$ cat config.mk
export PLATFORM = sky130hd
export DESIGN_NAME = data_delay_buf
export DESIGN_NICKNAME = d
export VERILOG_FILES = /design/src/rtl/data_delay_buf.sv
export SDC_FILE = /design/constraint.sdc
export NUM_CORES = 1
export LEC_CHECK = 0
export CAP_MARGIN = 30
export CORE_MARGIN = 2
export CORE_UTILIZATION = 35
export DETAILED_ROUTE_END_ITERATION = 8
export DONT_BUFFER_PORTS = 1
export SETUP_SLACK_MARGIN = 0.15
export SLEW_MARGIN = 0
export SYNTH_ARGS = -nofsm -noshare
export SYNTH_HDL_FRONTEND = slang
export SYNTH_SLANG_ARGS = --single-unit
$ cat constraint.sdc
create_clock -name i_clk -period 2.4 [get_ports i_clk]
set_clock_uncertainty 0.05 [all_clocks]
set_input_delay 0.36 -clock i_clk [delete_from_list [all_inputs] [get_ports i_clk]]
set_output_delay 0.36 -clock i_clk [all_outputs]
set_load 0.02 [all_outputs]
$ cat src/rtl/data_delay_buf.sv
// First-word-fall-through buffer that absorbs a non-stallable delay-line stream, dropping words on overflow.
// Optional saturating drop counter on o_drop_cnt when DATA_DELAY_BUF_DROP_CNT_EN is defined.
module data_delay_buf #(
  parameter int unsigned DWIDTH   = 8,
  parameter int unsigned DEPTH    = 4,
  parameter int unsigned AFULL_TH = 3
) (
  input  logic                         i_clk,
  input  logic                         i_rst_n,
  input  logic [DWIDTH-1:0]            i_data,
  input  logic                         i_valid,
  output logic                         o_ready,
  output logic [DWIDTH-1:0]            o_data,
  output logic                         o_valid,
  input  logic                         i_ready,
  output logic [$clog2(DEPTH+1)-1:0]   o_count,
  output logic                         o_afull,
`ifdef DATA_DELAY_BUF_DROP_CNT_EN
  output logic [15:0]                  o_drop_cnt,
`endif
  output logic                         o_drop
);

  localparam int unsigned AW = $clog2(DEPTH);
  localparam int unsigned CW = $clog2(DEPTH + 1);

  logic [DWIDTH-1:0] mem_q [DEPTH];
  logic [AW-1:0]     wr_ptr_q, wr_ptr_d;
  logic [AW-1:0]     rd_ptr_q, rd_ptr_d;
  logic [CW-1:0]     count_q, count_d;
  logic [CW-1:0]     remain_c;
  logic [DWIDTH-1:0] data_q, data_d;
  logic              valid_q, ready_q, afull_q, drop_q;
  logic              full_c, pop_c, push_c, drop_c;

  // Handshake decode and next-state for pointers, occupancy and head register
  always_comb begin
    full_c   = (count_q == CW'(DEPTH));
    pop_c    = valid_q & i_ready;
    push_c   = i_valid & (~full_c | pop_c);
    drop_c   = i_valid & full_c & ~pop_c;
    wr_ptr_d = wr_ptr_q;
    rd_ptr_d = rd_ptr_q;
    count_d  = count_q;
    data_d   = data_q;

    if (push_c) wr_ptr_d = wr_ptr_q + AW'(1);
    if (pop_c)  rd_ptr_d = rd_ptr_q + AW'(1);

    case ({push_c, pop_c})
      2'b10:   count_d = count_q + CW'(1);
      2'b01:   count_d = count_q - CW'(1);
      default: count_d = count_q;
    endcase

    // Words still stored once this cycle's pop is taken; decides where the next head comes from
    remain_c = count_q - CW'(pop_c);
    if (push_c && (remain_c == CW'(0))) begin
      data_d = i_data;
    end else if (pop_c && (remain_c != CW'(0))) begin
      data_d = mem_q[rd_ptr_d];
    end
  end

  // Storage array, intentionally left without reset
  always_ff @(posedge i_clk) begin
    if (push_c) mem_q[wr_ptr_q] <= i_data;
  end

  always_ff @(posedge i_clk or negedge i_rst_n) begin
    if (!i_rst_n) begin
      wr_ptr_q <= '0;
      rd_ptr_q <= '0;
      count_q  <= '0;
      data_q   <= '0;
      valid_q  <= 1'b0;
      ready_q  <= 1'b1;
      afull_q  <= 1'b0;
      drop_q   <= 1'b0;
    end else begin
      wr_ptr_q <= wr_ptr_d;
      rd_ptr_q <= rd_ptr_d;
      count_q  <= count_d;
      data_q   <= data_d;
      valid_q  <= (count_d != CW'(0));
      ready_q  <= (count_d != CW'(DEPTH));
      afull_q  <= (count_d >= CW'(AFULL_TH));
      drop_q   <= drop_c;
    end
  end

`ifdef DATA_DELAY_BUF_DROP_CNT_EN
  logic [15:0] drop_cnt_q;

  // Saturating count of discarded words
  always_ff @(posedge i_clk or negedge i_rst_n) begin
    if (!i_rst_n) begin
      drop_cnt_q <= '0;
    end else if (drop_c && (drop_cnt_q != 16'hFFFF)) begin
      drop_cnt_q <= drop_cnt_q + 16'd1;
    end
  end

  assign o_drop_cnt = drop_cnt_q;
`endif

  assign o_data  = data_q;
  assign o_valid = valid_q;
  assign o_ready = ready_q;
  assign o_count = count_q;
  assign o_afull = afull_q;
  assign o_drop  = drop_q;

endmodule

## Word-level counts from Yosys, hierarchy flattened

Memory sizes are Yosys's and may differ from the RTL's.
Cells that the tools add are included.

| word-level totals | value |
|---|---|
| bits in registers | 19 |
| bits in latches | 0 |
| RAM bits | 32 |
| ROM bits | 0 |
| bits of input ports | 12 |
| memories kept | 1 |

| operators by class | value |
|---|---|
| add/subtract/negate cells | 5 |
| multiply operators | 0 |
| div/mod/pow operators | 0 |
| $lt $le $gt $ge | 1 |
| equality and inequality tests | 4 |
| shift-type cells | 0 |
| muxes and demuxes | 6 |
| bitwise operators | 7 |
| reduce and logical (&&, ||, !) cells | 6 |

Memory list:

| name | words | width | rd ports | clocked after memory_dff | write ports | line | RTL |
|---|---|---|---|---|---|---|---|
| mem_q | 4 | 8 | 1 | 0 | 1 | 27 | `logic [DWIDTH-1:0] mem_q [DEPTH];` |

Operators by type and width:

| kind | count |
|---|---|
| $mux 8 | 2 |
| $pmux 3 s2 | 1 |
| $reduce_bool 3->1 | 2 |
| $add 2x1->2 const B | 2 |
| $and 1x1->1 | 4 |
| $add 3x1->3 const B | 1 |
| $eq 3x3->1 const B | 1 |
| $ge 3x2->1 const B | 1 |
| $logic_not 3->1 | 1 |
| $ne 3x3->1 const B | 1 |
| $sub 3x1->3 | 1 |
| $sub 3x1->3 const B | 1 |
| $eq 2x1->1 const B | 1 |
| $eq 2x2->1 const B | 1 |
| $logic_and 1x1->1 | 2 |
| $mux 1 | 2 |
| $mux 2 | 1 |
| $not 1->1 | 2 |
| $reduce_bool 2->1 | 1 |
| $or 1x1->1 | 1 |

## Longest topological paths before layout

| logic depth | value |
|---|---|
| depth after elaboration | 7 |
| mapped depth | 8 |
| gate-level depth less buffers | 7 |

## Worst setup path after synthesis

OpenSTA, ideal clock, no wires.

| path | value |
|---|---|
| path type | reg-to-reg |
| from | register valid_q (netlist: o_valid) |
| to | register data_q[0] (netlist: o_data[0]) |
| library setup time | 0.123 ns |
| arrival time | 2.073 ns |
| setup slack | 0.154 ns |
| stages on the path, launching flop included | 9 |
| buffers on the path | 1 |
| period minus slack after synthesis | 2.246 ns |
| cells stage by stage | dfrtp_1 > nand2_1 > inv_1 > ha_1 > xnor2_1 > a31oi_4 > nand2b_2 > buf_6 > o221a_1 |

| between the ends | value |
|---|---|
| word-level cells in the longest chain between the ends | 5 |

Ends and longest elaborated chain:

| what | line | RTL |
|---|---|---|
| start, declared | 33 | `logic valid_q, ready_q, afull_q, drop_q;` |
| start signal, assigned | 85 | `valid_q <= (count_d != CW'(0));` |
| $and 1x1->1 * | 39 | `pop_c = valid_q & i_ready;` |
| $sub 3x1->3, or another cell as far along | 57 | `remain_c = count_q - CW'(pop_c);` |
| $logic_not 3->1, or another cell as far along | 58 | `if (push_c && (remain_c == CW'(0))) begin` |
| $logic_and 1x1->1, or another cell as far along | 58 |  |
| $mux 8 or $reduce_bool 2->1 (tied branches) | -- |  |
| end signal, assigned | 84 | `data_q <= data_d;` |
| end, declared | 32 | `logic [DWIDTH-1:0] data_q, data_d;` |

Every way passes the cells marked *; elsewhere a longest branch is shown, timed or not. The select of a mux whose other input is x is not followed.
A chain may end at the register's enable or synchronous reset.

## Final worst setup path

| path | value |
|---|---|
| from | register valid_q (netlist: o_valid) |
| to | register data_q[2] (netlist: o_data[2]) |

Same word-level chain as after synthesis.

==> impl_metrics.yaml <==
layout:
  num_antenna_cells: 0
  areaGrowthSynthToFinish_pct: 10.18
  final_cells: 235
  layout_common_cells: "32 x edfxtp_1, 17 x mux2i_1, 17 x dfrtp_1, 15 x nand2_1"
  drive_gt1_frac: 0.1203
  fill_cells: 575
  final_cell_area_mm2: 0.002451
  final_util: 0.3927
  nets: 175
  final_common_cell: "edfxtp_1"
yosys:
  ys_seq_area_frac: 0.6462
  yosysUniqueCellTypes: 34
  ys.flop_type: "edfxtp_1"
  syn_area_per_cell_um2: 14.93
  synth-seq-cells: 51
  synth_fp_nets: 167
  synth_edf_count: 32
  synth_cells: 149
  yosys_warnings: 0
  async_flop_share: 0.3725
  syn_area_mm2: 0.002225
die:
  die_width_um: 83.73
  rows: 29
  die_area_mm2: 0.007010
  core-area_mm2: 0.006241
  floorplan.initialDensity: 0.3565
  ios: 27
  dieHeight_um: 83.73
power_and_ir_drop:
  power_frac_seq: 0.490
  clkPwrFrac: 0.186
  switchingPower_w: 0.001127
  p_int_w: 0.001960
  swShare: 0.3650
  powerDensity_mw_per_mm2: 1260
  peakVddDrop_mv: 0.5904
  power.leakage_nw: 0.9181
  p_comb_frac: 0.324
critical_path:
  end_kind: "register"
  cp-start-kind: "register"
  path_class: "register to register"
  critPathArrivalTime_ps: 2230
  worstPathRequired_ps: 2590
  path_max_fanout: 9
  cp-startpoint: "o_valid$_DFF_PN0_"
  reg2reg_from: "o_valid$_DFF_PN0_"
sta:
  period_needed_ps: 2042
  finalCritPeriodShare: 0.8506
  fmax_ghz: 0.4898
  finalSetupViolations: 0
  hold_viol: 0
  final.setup.tns_ps: 0
  relSlewSlack: 0.3892
  finalHoldWorstSlack_ps: 100.2
  rsz0062_at_grt: "no"
  slew_violations: 0
  tightest_slew_ps: 913.2
clock_network:
  root_buffer: "clkbuf_8"
  post_cts_buffers: 0
  cts_sinks: 51
  clk_path_buf_depth: 2
  htree_levels: 2
  cts_tree: "built"
  worstSkewPairLatency_ps: 300
  clkSlewWorstSetupHoldPaths_ps: 90
  cts_buffers: 5
placement:
  placed_area_mm2: 0.002330
  dp_hpwl_um: 2947
  place_inst: 226
  numPortBuffers: 0
  gp_congestion: 0.8010
global_route:
  grt_pass1_wl_um: 7107
  grt_pass1_vias: 1323
  overflow: 0
  antenna_found_initial: 0
  grt_max_degree: 20
  grtUsageTotal: 0.1330
flow_run:
  cap_violations: 0
routing:
  drc_errors: 0
  antenna_left: 0
  wl_per_cell_um: 18.62
  drt-total-wl_um: 4375
  drt-vias-per-instance: 5.306
  drt-initial-drc-count: 58
  vias: 1247
  dr.pass1.iters: 4
run_status:
  outcome: "finished, final reports clean"
hold_path:
  hp-class: "input port to register"
  hp-start: "i_data[3]"
-- cell type report --
type | count | area (µm²) | share of cell area
sequential | 51 | 1439 | 0.5870
multi-input combinational | 86 | 732.0 | 0.2986
tap | 77 | 96.34 | 0.03931
clock buffer | 6 | 72.57 | 0.02961
timing repair buffer | 6 | 47.55 | 0.01940
clock inverter | 2 | 37.54 | 0.01531
inverter | 7 | 26.28 | 0.01072
-- cells by family after synthesis --
group	after synthesis	synth area share
adders and majority gates	6	0.03712
AOI/OAI and AO/OA	27	0.1226
DFF	51	0.6462
muxes	17	0.07649
buffers and inverters	12	0.02475
and+or+nand+nor	31	0.07312
xor gates and xnor gates	5	0.01968
-- final timing paths --
check                                   endpoint  slack, ps  cells past startpoint
max                        o_data[2]$_DFFE_PN0P_        360                      7
min reg2reg                     o_drop$_DFF_PN0_        570                      2
max reg2reg                o_data[2]$_DFFE_PN0P_        360                      7
max in group asynchronous   o_count[1]$_DFF_PN0_       1090                      1
min in group asynchronous  o_data[2]$_DFFE_PN0P_        590                      1
min                        mem_q[3][3]$_DFFE_PP_        100                      0
-- metal layers --
metal  share of wire  global-route usage  up-vias
met5               0                   0        -
met3           0.074             0.05143        4
li1                -                   -      573
met4           0.010             0.03959        0
met2            0.48              0.2087       44
met1            0.43              0.1716      626
-- synth_stat cells (all sizes together), types with 2 or more instances --
library cell	number	area (µm²)
and2	4	25.02
clkbuf	2	7.510
buf	3	21.27
inv	7	26.28
ha	5	62.56
dfrtp	18	450.4
xnor2	5	43.79
nand2	15	56.30
o221a	8	90.09
a21boi	2	15.02
a22o	8	70.07
edfxtp	32	960.9
nor2	4	15.01
o21ai	2	10.00
mux2i	17	170.2
o311ai	2	17.52
-- registers in the layout, indices dropped and copies added (netlist names) --
register  cells
mem_q        32
o_afull       1
o_count       3
o_data        8
o_drop        1
o_ready       1
o_valid       1
rd_ptr_q      2
wr_ptr_q      2
-- metrics by stage --
step | power (W) | setup WS [ps]
after global routing | 0.003287 | 199.4
after floorplan | 0.002264 | 154.5
final | 0.003087 | 358.5
after detailed placement | 0.002534 | 293.6
after CTS | 0.003122 | 251.8
after global placement | 0.002484 | 303.5
-- what timing repair did --
item	4_1_cts	5_1_grt
setup endpoints to repair	0	1
resized for setup	0	1
endpoints found under the hold margin	19	0
hold buffers	1	0
-- power groups by stage --
stage | clock network, W | registers, W | logic (W)
6_report | 0.000576 | 0.00151 | 0.00100
5_1_grt | 0.000633 | 0.00154 | 0.00111
4_1_cts | 0.000595 | 0.00152 | 0.00101
3_5_place_dp | 0 | 0.00153 | 0.00100
3_3_place_gp | 0 | 0.00153 | 0.000953
2_1_floorplan | 0 | 0.00145 | 0.000813
-- worst max-delay path, cell delays in order (launching register included) --
cell and delay (ps):
dfrtp_1 390, nand2_1 90, inv_1 90, ha_1 200, xnor2_1 380, o2111ai_4 300
nand2b_2 260, o221a_1 230
Note: power is estimated with default switching activity, not from simulation.
